**src/rtl/regfile_mp_sb.sv**
```systemverilog
`default_nettype none
// ============================================================================
// Module      : regfile_mp_sb
// Description : Multi-port register file with write-back bypass and a
//               per-register pending-write (busy) scoreboard. Entry 0 reads 0.
// Revision    : 1.0 - initial release
// ============================================================================
module regfile_mp_sb #(
    parameter int DATA_W = 32,
    parameter int ADDR_W = 5,
    parameter int NR     = 2,
    parameter int NW     = 2
) (
    input  logic                   clk,
    input  logic                   rst,
    input  logic [NR*ADDR_W-1:0]   raddr,
    output logic [NR*DATA_W-1:0]   rdata,
    output logic [NR-1:0]          rbusy,
    input  logic [NW-1:0]          wen,
    input  logic [NW*ADDR_W-1:0]   waddr,
    input  logic [NW*DATA_W-1:0]   wdata,
    input  logic                   issue_en,
    input  logic [ADDR_W-1:0]      issue_addr,
    input  logic                   flush,
    output logic [ADDR_W:0]        busy_cnt
);

    localparam int            c_depth = 1 << ADDR_W;
    localparam logic [ADDR_W:0] c_one = 1;

    logic [DATA_W-1:0]  r_mem [c_depth];
    logic [c_depth-1:0] r_busy;
    logic [c_depth-1:0] w_busy_next;
    logic [ADDR_W:0]    r_busy_cnt;
    logic [ADDR_W:0]    w_inc;
    logic [ADDR_W:0]    w_dec;
    logic [ADDR_W:0]    w_cnt_next;

    // Issue is applied after the write clears so a same-cycle producer keeps the flag set.
    always_comb begin
        w_busy_next = r_busy;
        if (flush) begin
            w_busy_next = '0;
        end else begin
            for (int w = 0; w < NW; w++) begin
                if (wen[w]) begin
                    w_busy_next[waddr[w*ADDR_W +: ADDR_W]] = 1'b0;
                end
            end
            if (issue_en) begin
                w_busy_next[issue_addr] = 1'b1;
            end
        end
        w_busy_next[0] = 1'b0;
    end

    always_comb begin
        w_inc = '0;
        w_dec = '0;
        for (int a = 1; a < c_depth; a++) begin
            if (w_busy_next[a] && !r_busy[a]) begin
                w_inc = w_inc + c_one;
            end
            if (!w_busy_next[a] && r_busy[a]) begin
                w_dec = w_dec + c_one;
            end
        end
        w_cnt_next = flush ? '0 : (r_busy_cnt + w_inc - w_dec);
    end

    always_ff @(posedge clk) begin
        if (rst) begin
            for (int a = 0; a < c_depth; a++) begin
                r_mem[a] <= '0;
            end
            r_busy     <= '0;
            r_busy_cnt <= '0;
        end else begin
            // Later ports overwrite earlier ones, so the highest index wins.
            for (int w = 0; w < NW; w++) begin
                if (wen[w] && (waddr[w*ADDR_W +: ADDR_W] != '0)) begin
                    r_mem[waddr[w*ADDR_W +: ADDR_W]] <= wdata[w*DATA_W +: DATA_W];
                end
            end
            r_busy     <= w_busy_next;
            r_busy_cnt <= w_cnt_next;
        end
    end

    assign busy_cnt = r_busy_cnt;

    for (genvar gi = 0; gi < NR; gi++) begin : g_rd
        logic [ADDR_W-1:0] w_ra;
        logic              w_hit;
        logic [DATA_W-1:0] w_byp;

        assign w_ra = raddr[gi*ADDR_W +: ADDR_W];

        always_comb begin
            w_hit = 1'b0;
            w_byp = '0;
            for (int w = 0; w < NW; w++) begin
                if (wen[w] && (waddr[w*ADDR_W +: ADDR_W] == w_ra)) begin
                    w_hit = 1'b1;
                    w_byp = wdata[w*DATA_W +: DATA_W];
                end
            end
        end

        assign rdata[gi*DATA_W +: DATA_W] = (w_ra == '0) ? '0 : (w_hit ? w_byp : r_mem[w_ra]);
        assign rbusy[gi] = (w_ra != '0) && r_busy[w_ra] && !w_hit;
    end

endmodule
`default_nettype wire
```
**config.mk**
```make
export PLATFORM = sky130hd
export DESIGN_NAME = regfile_mp_sb
export DESIGN_NICKNAME = d
export VERILOG_FILES = /design/src/rtl/regfile_mp_sb.sv
export SDC_FILE = /design/constraint.sdc
export NUM_CORES = 2
export LEC_CHECK = 0
export BUFFER_PORTS_ARGS = -buffer_cell sky130_fd_sc_hd__buf_2
export CAP_MARGIN = 20
export CORE_UTILIZATION = 53
export CTS_CLUSTER_DIAMETER = 80
export CTS_CLUSTER_SIZE = 24
export DETAILED_ROUTE_END_ITERATION = 7
export PLACE_DENSITY = 0.73
export SYNTH_ARGS = -nofsm -noshare
export SYNTH_HDL_FRONTEND = slang
export SYNTH_SLANG_ARGS = --single-unit
```
**constraint.sdc**
```tcl
create_clock -name clk -period 24.1 [get_ports clk]
set_clock_uncertainty 0.2 [all_clocks]
set_input_delay 2.41 -clock clk [delete_from_list [all_inputs] [get_ports clk]]
set_output_delay 2.41 -clock clk [all_outputs]
set_load 0.005 [all_outputs]
```
Word level (Yosys, flattened, before mapping)
Memory sizes are Yosys's and may differ from the RTL's.
Cells that the tools add are included.
- output and inout bits: 72
- memory bits (writable): 1024
- bits in registers: 38
- memories kept: 1
- bits in latches: 0
- input bits: 95
- word-level logic and storage cells: 335
- memory bits (read-only): 0
- shifts and indexed selects: 0
- equal/unequal tests: 4
- $mul: 0
- divide/modulo/power cells: 0
- $add $sub $neg: 62
- multiplexer cells: 104
- bitwise logic cells: 5
- order comparisons: 8
- reduce and logical (&&, ||, !) cells: 148
- memories (memory ; depth ; bits a word ; rd ports ; clocked after Yosys merged registers in ; wr ports ; line ; RTL):
    r_mem ; 32 ; 32 ; 2 ; 0 ; 32 ; 31 ; logic [DATA_W-1:0] r_mem [c_depth];
- operators with widths (cell ; number):
    $mux 32 ; 16
    $add 6x1->6 const B ; 60
    $mux 6 ; 60
    $logic_and 1x1->1 ; 75
    $and 32x32->32 ; 2
    $logic_not 1->1 ; 64
    $not 32->32 ; 2
    $reduce_or 32->1 ; 2
    $or 32x32->32 ; 1
    $lt 5x6->1 const B ; 5
    $mux 1 ; 21
    $eq 5x5->1 ; 4
    $reduce_bool 5->1 ; 4
    $demux 1 s5 ; 3
    $ge 5x1->1 const B ; 3
    $bmux 1 s5 ; 2
    $logic_not 5->1 ; 2
    $mux 5 ; 2
    $add 6x6->6 ; 1
    $sub 6x6->6 ; 1
    $reduce_or 2->1 ; 1

Depth between registers and ports, before layout
- word-level depth: 78
- mapped depth: 115

Worst setup path after synthesis
No wires, ideal clock.
- path kind: input -> register
- start point: in flush
- end point: reg r_busy_cnt[5] (netlist: busy_cnt[5])
- setup slack: -1375 ps
- data required time: 23827 ps
- arrival time: 25202 ps
- stages: 111
- cell sequence: buf_2 buf_2 buf_2 buf_1 clkbuf_1 buf_1 clkbuf_1 clkbuf_1 clkbuf_1 o21a_1 inv_1 ha_1 nor2b_1 a221oi_1 and3_1 inv_1 ha_1 o41ai_1 [75 not listed] ha_1 mux2_2 ha_1 mux2i_1 fa_1 ha_1 a21o_1 a21oi_1 o21bai_1 a21oi_1 xnor2_1 xnor2_1 xnor2_1 xnor2_1 xnor2_1 xnor3_1 and4_4 nor3_2
- word-level cells in the longest chain between the ends: 65
- elaborated cells between the ends (all ways): 219
- classes of those cells: add/sub (62); mux (63); reduce/logical (94)
- RTL lines (item ; line ; RTL):
    start: declaration ; 24 ; input logic flush,
    $mux 32 ; 42 ; if (flush) begin
    $logic_and 1x1->1 or $logic_not 1->1 (tied branches) ; 61, 64 ;
    $mux 1 or $logic_and 1x1->1 (tied branches) ; 61, 64 ;
    $add 6x1->6 or $mux 1 (tied branches) ; 62, 64 ;
    $mux 6 or $add 6x1->6 (tied branches) ; 61, 65 ;
    $add 6x1->6 or $mux 6 (tied branches) ; 62, 64 ;
    $mux 6 or $add 6x1->6 (tied branches) ; 61, 65 ;
    $add 6x1->6 or $mux 6 (tied branches) ; 62, 64 ;
    [49 not listed] ; n/a ;
    $add 6x1->6 or $mux 6 (tied branches) ; 62, 64 ;
    $mux 6 or $add 6x1->6 (tied branches) ; 61, 65 ;
    $add 6x1->6 or $mux 6 (tied branches) ; 62, 64 ;
    $mux 6 or $add 6x1->6 (tied branches) ; 61, 65 ;
    $add 6x1->6 or $mux 6 (tied branches) ; 62, 64 ;
    $mux 6 or $add 6x1->6 (tied branches) ; 61, 65 ;
    $add 6x6->6 or $mux 6 (tied branches) ; 68, 64 ;
    $sub 6x6->6 ; 68 ; w_cnt_next = flush ? '0 : (r_busy_cnt + w_inc - w_dec);
    end signal: assignment ; 86 ; r_busy_cnt <= w_cnt_next;
    end: declaration ; 34 ; logic [ADDR_W:0] r_busy_cnt;
Parallel ways exist; a longest one is shown, timed or not.
A chain may end at the register's enable or synchronous reset.

Worst setup path after layout
- start point: in issue_addr[2]
- end point: reg r_busy_cnt[5] (netlist: busy_cnt[5])
- word-level cells in the longest chain between the ends: 71
- elaborated cells between the ends (all ways): 225
- classes of those cells: add/sub (62); order compare (2); mux (66); bitwise (1); reduce/logical (94)
- RTL lines (item ; line ; RTL):
    start: declaration ; 23 ; input logic [ADDR_W-1:0] issue_addr,
    $lt 5x6->1 (implied by the code) or $ge 5x1->1 (tied branches) ; 51 ; w_busy_next[issue_addr] = 1'b1;
    $logic_and 1x1->1 (implied by the code) ; 51 ;
    $mux 1 (implied by the code) ; 51 ;
    $demux 1 s5 * ; 51 ;
    $or 32x32->32 (no source line) * ; n/a ;
    $mux 32 * ; 50 ; if (issue_en) begin
    $mux 32 * ; 42 ;
    $logic_and 1x1->1 or $logic_not 1->1 (tied branches) ; 61, 64 ;
    [55 not listed] ; n/a ;
    $add 6x1->6 or $mux 6 (tied branches) ; 62, 64 ;
    $mux 6 or $add 6x1->6 (tied branches) ; 61, 65 ;
    $add 6x1->6 or $mux 6 (tied branches) ; 62, 64 ;
    $mux 6 or $add 6x1->6 (tied branches) ; 61, 65 ;
    $add 6x1->6 or $mux 6 (tied branches) ; 62, 64 ;
    $mux 6 or $add 6x1->6 (tied branches) ; 61, 65 ;
    $add 6x6->6 or $mux 6 (tied branches) ; 68, 64 ;
    $sub 6x6->6 * ; 68 ;
Every way passes the cells marked *; elsewhere a longest branch is shown, timed or not.

==> metrics.yaml <==
cts_root_buf: "clkbuf_16"
worst_setup_path_end_kind: "flop"
antenna_found_initial: 11
peakVddDrop_mv: 0.0531
finalSetupViolCount: 0
grt_pass1_wl_mm: 354
slew_violations: 0
synth_commonest_cells: "edfxtp_1 (1024), a22o_1 (998), mux4_2 (658), clkbuf_1 (558), nor2_1 (292)"
power_uw: 4010
drive_gt1_share_pct: 28.0
yosysTopAreaCell: "edfxtp_1"
hold_viol_final: 0
dp_hpwl_mm: 141
worstSetupStartpointType: "primary input"
synthesis.area_sq_mm: 0.0681
pin_count: 167
ys_warn_count: 0
drtIter0Drc: 8697
clk_path_buf_depth: 3
drc_errors: 0
synth_ff_type: "edfxtp_1"
clk_pin_slew_ns: 0.09
vias: 51500
synth_most_common_cell: "edfxtp_1"
grt.overflow.total: 0
worst_slack_ns: 0.622
ys_seq_elements: 1061
ys_seq_area_share_pct: 46.2
postRouteAntennaNets: 0
wl_per_cell_microns: 39.3
hold_path_class: "reg2reg"
core_sq_mm: 0.128
hold_ws_ns: 0.306
htreeDepth: 2
crit_path_top_delay_cell: "or4_4"
hp-start: "r_busy[18]"
viasPerCell: 8.07
tightest_slew_ns: 1.15
min_path_cells: 2
die_h_microns: 360
leakage_uw: 0.0247
rrSetupSlack_ns: 2.45
path_max_fanout: 6
place_area_sq_mm: 0.0707
tns_ns: 0
clk_latency_ns: 0.70
status: "completed"
die_area_sq_mm: 0.130
min_period_ns: 23.48
synth.distinct_cells: 94
grt_max_degree: 109
regToRegStartpoint: "r_busy[1]"
fillers: 9872
worst_path_most_repeated_cell: "ha_1"
design_area_sq_mm: 0.0728
fin_crit_sh_pct: 97.4
multi_input_area_sq_mm: 0.0348
first_pass_iters: 7
synth_edf_count: 1024
avgSynthCellArea_sq_um: 13.7
async_reset_ff_share_pct: 0
portBuffers: 166
clock.fmax_mhz: 42.6
totalWireLength_mm: 251
start_util_pct: 53.4
cap_violations: 0
die_w_microns: 360
power_density_mw_per_mm2: 55.1
syn_to_final_growth_pct: 6.87
rr_worst_depth: 103
max_slew_margin_pct: 23.6
register_area_sq_mm: 0.0315
synthCells: 4953
timing.rr.end: "busy_cnt[5]"
hold_buffers: 0
numCtsBuffers: 54
max_stage_delay_ns: 0.53
preCtsSetupSlack_ns: -0.687
grt_usage_pct: 37.9
critical_path_required_ns: 24.46
holdPathEnd: "r_busy[18]"
path_class: "in2reg"
cts_tree: "done"
ys_top_cells_by_area: "edfxtp_1 (45%), mux4_2 (22%), a22o_1 (13%)"
nets: 4862
synth.top_cell.area_share_pct: 45.2
cp.arrival_ns: 23.84
fp-row-count: 131
gp_congestion: 0.931
grt_pass1_vias: 50100
clock-sinks: 1061
## power by group
part | switching (uW) | internal (uW)
sequential | 56.7 | 2130
clock | 630 | 457
combinational | 418 | 320
## sequential cells by signal, summed over array words and instances, names as in the netlist
name / count
r_mem: 1024
r_busy: 31
busy_cnt: 6
## worst max-delay path, delay by kind of cell
kind / cells / cell delay (ns)
multiplexers: 16 / 4.16
adder cells (fa/ha/maj): 31 / 8.72
AO/OA/AOI/OAI: 23 / 3.54
buffers and inverters: 11 / 0.75
XOR/XNOR: 6 / 1.01
AND/OR/NAND/NOR: 19 / 3.24
## stage by stage
step | utilization [%] | cells
after floorplan | - | 4986
after global placement | 55.4 | 6287
after detailed placement | 55.4 | 6287
after CTS | 56.7 | 6364
after global routing | 57.1 | 6382
final | 57.1 | 6386
## final cells by class
| type | instances | area share [%] |
|---|---|---|
| Multi-Input combinational cell | 3146 | 47.9 |
| Sequential cell | 1061 | 43.3 |
| Timing Repair Buffer | 364 | 3.36 |
| Tap cell | 1662 | 2.86 |
| Clock buffer | 59 | 1.91 |
| Inverter | 69 | 0.356 |
| Clock inverter | 18 | 0.344 |
| Antenna cell | 7 | 0.0241 |
## cells in the final DEF, fill, tap and decap left out, types with 18 or more instances in the layout
cell type     n
o21ai_0      20
dfxtp_1      37
o21a_1       19
mux2_2       21
edfxtp_1   1024
nor2b_1      18
nor2_1      257
mux2i_1      76
and2_1       21
clkbuf_16    55
nand2_1     109
conb_1       34
mux4_2      658
nor2_4       33
xnor2_1      89
a211oi_1     65
buf_2       155
nor3_1       34
o21ai_4      28
inv_1        62
xor2_1       62
nand3b_1     19
buf_4       198
nor3_2       34
nand3_1      29
ha_1         56
a22o_1      998
a21oi_1     128
## cells by family (layout without fill, tap and decap cells)
group | after synthesis | after routing | share of synthesized area (%)
fa+ha+maj | 72 | 72 | 1.37
buf+inv | 779 | 510 | 4.35
mux | 766 | 766 | 23.4
simple gates | 703 | 703 | 5.09
other cells | 1 | 41 | 0.00551
flops | 1061 | 1061 | 46.2
xor+xnor | 185 | 185 | 2.94
compound gates | 1386 | 1386 | 16.6
## worst max-delay path by stage
stage | from | end | cells after the start
5_1_grt | waddr[8] | busy_cnt[5] | 106
4_1_cts | waddr[2] | busy_cnt[5] | 105
2_1_floorplan | flush | busy_cnt[5] | 111
6_report | issue_addr[2] | busy_cnt[5] | 106
3_3_place_gp | waddr[7] | busy_cnt[5] | 105
3_5_place_dp | waddr[7] | busy_cnt[5] | 105
## repair_timing
action | in CTS | in global routing
setup buffers | 0 | 14
endpoints found under the setup margin | 1 | 2
resized for setup | 1 | 51
pin swaps | 0 | 32
## routing by layer
layer | GRT usage (%) | vias to the layer above | wire length [microns]
li1 | - | 19700 | -
met1 | 46.6 | 25600 | 80700
met2 | 56.5 | 4975 | 110000
met3 | 14.3 | 1258 | 40500
met4 | 24.0 | 12 | 19400
met5 | 0 | - | 69
(Power assumes the default switching activity.)
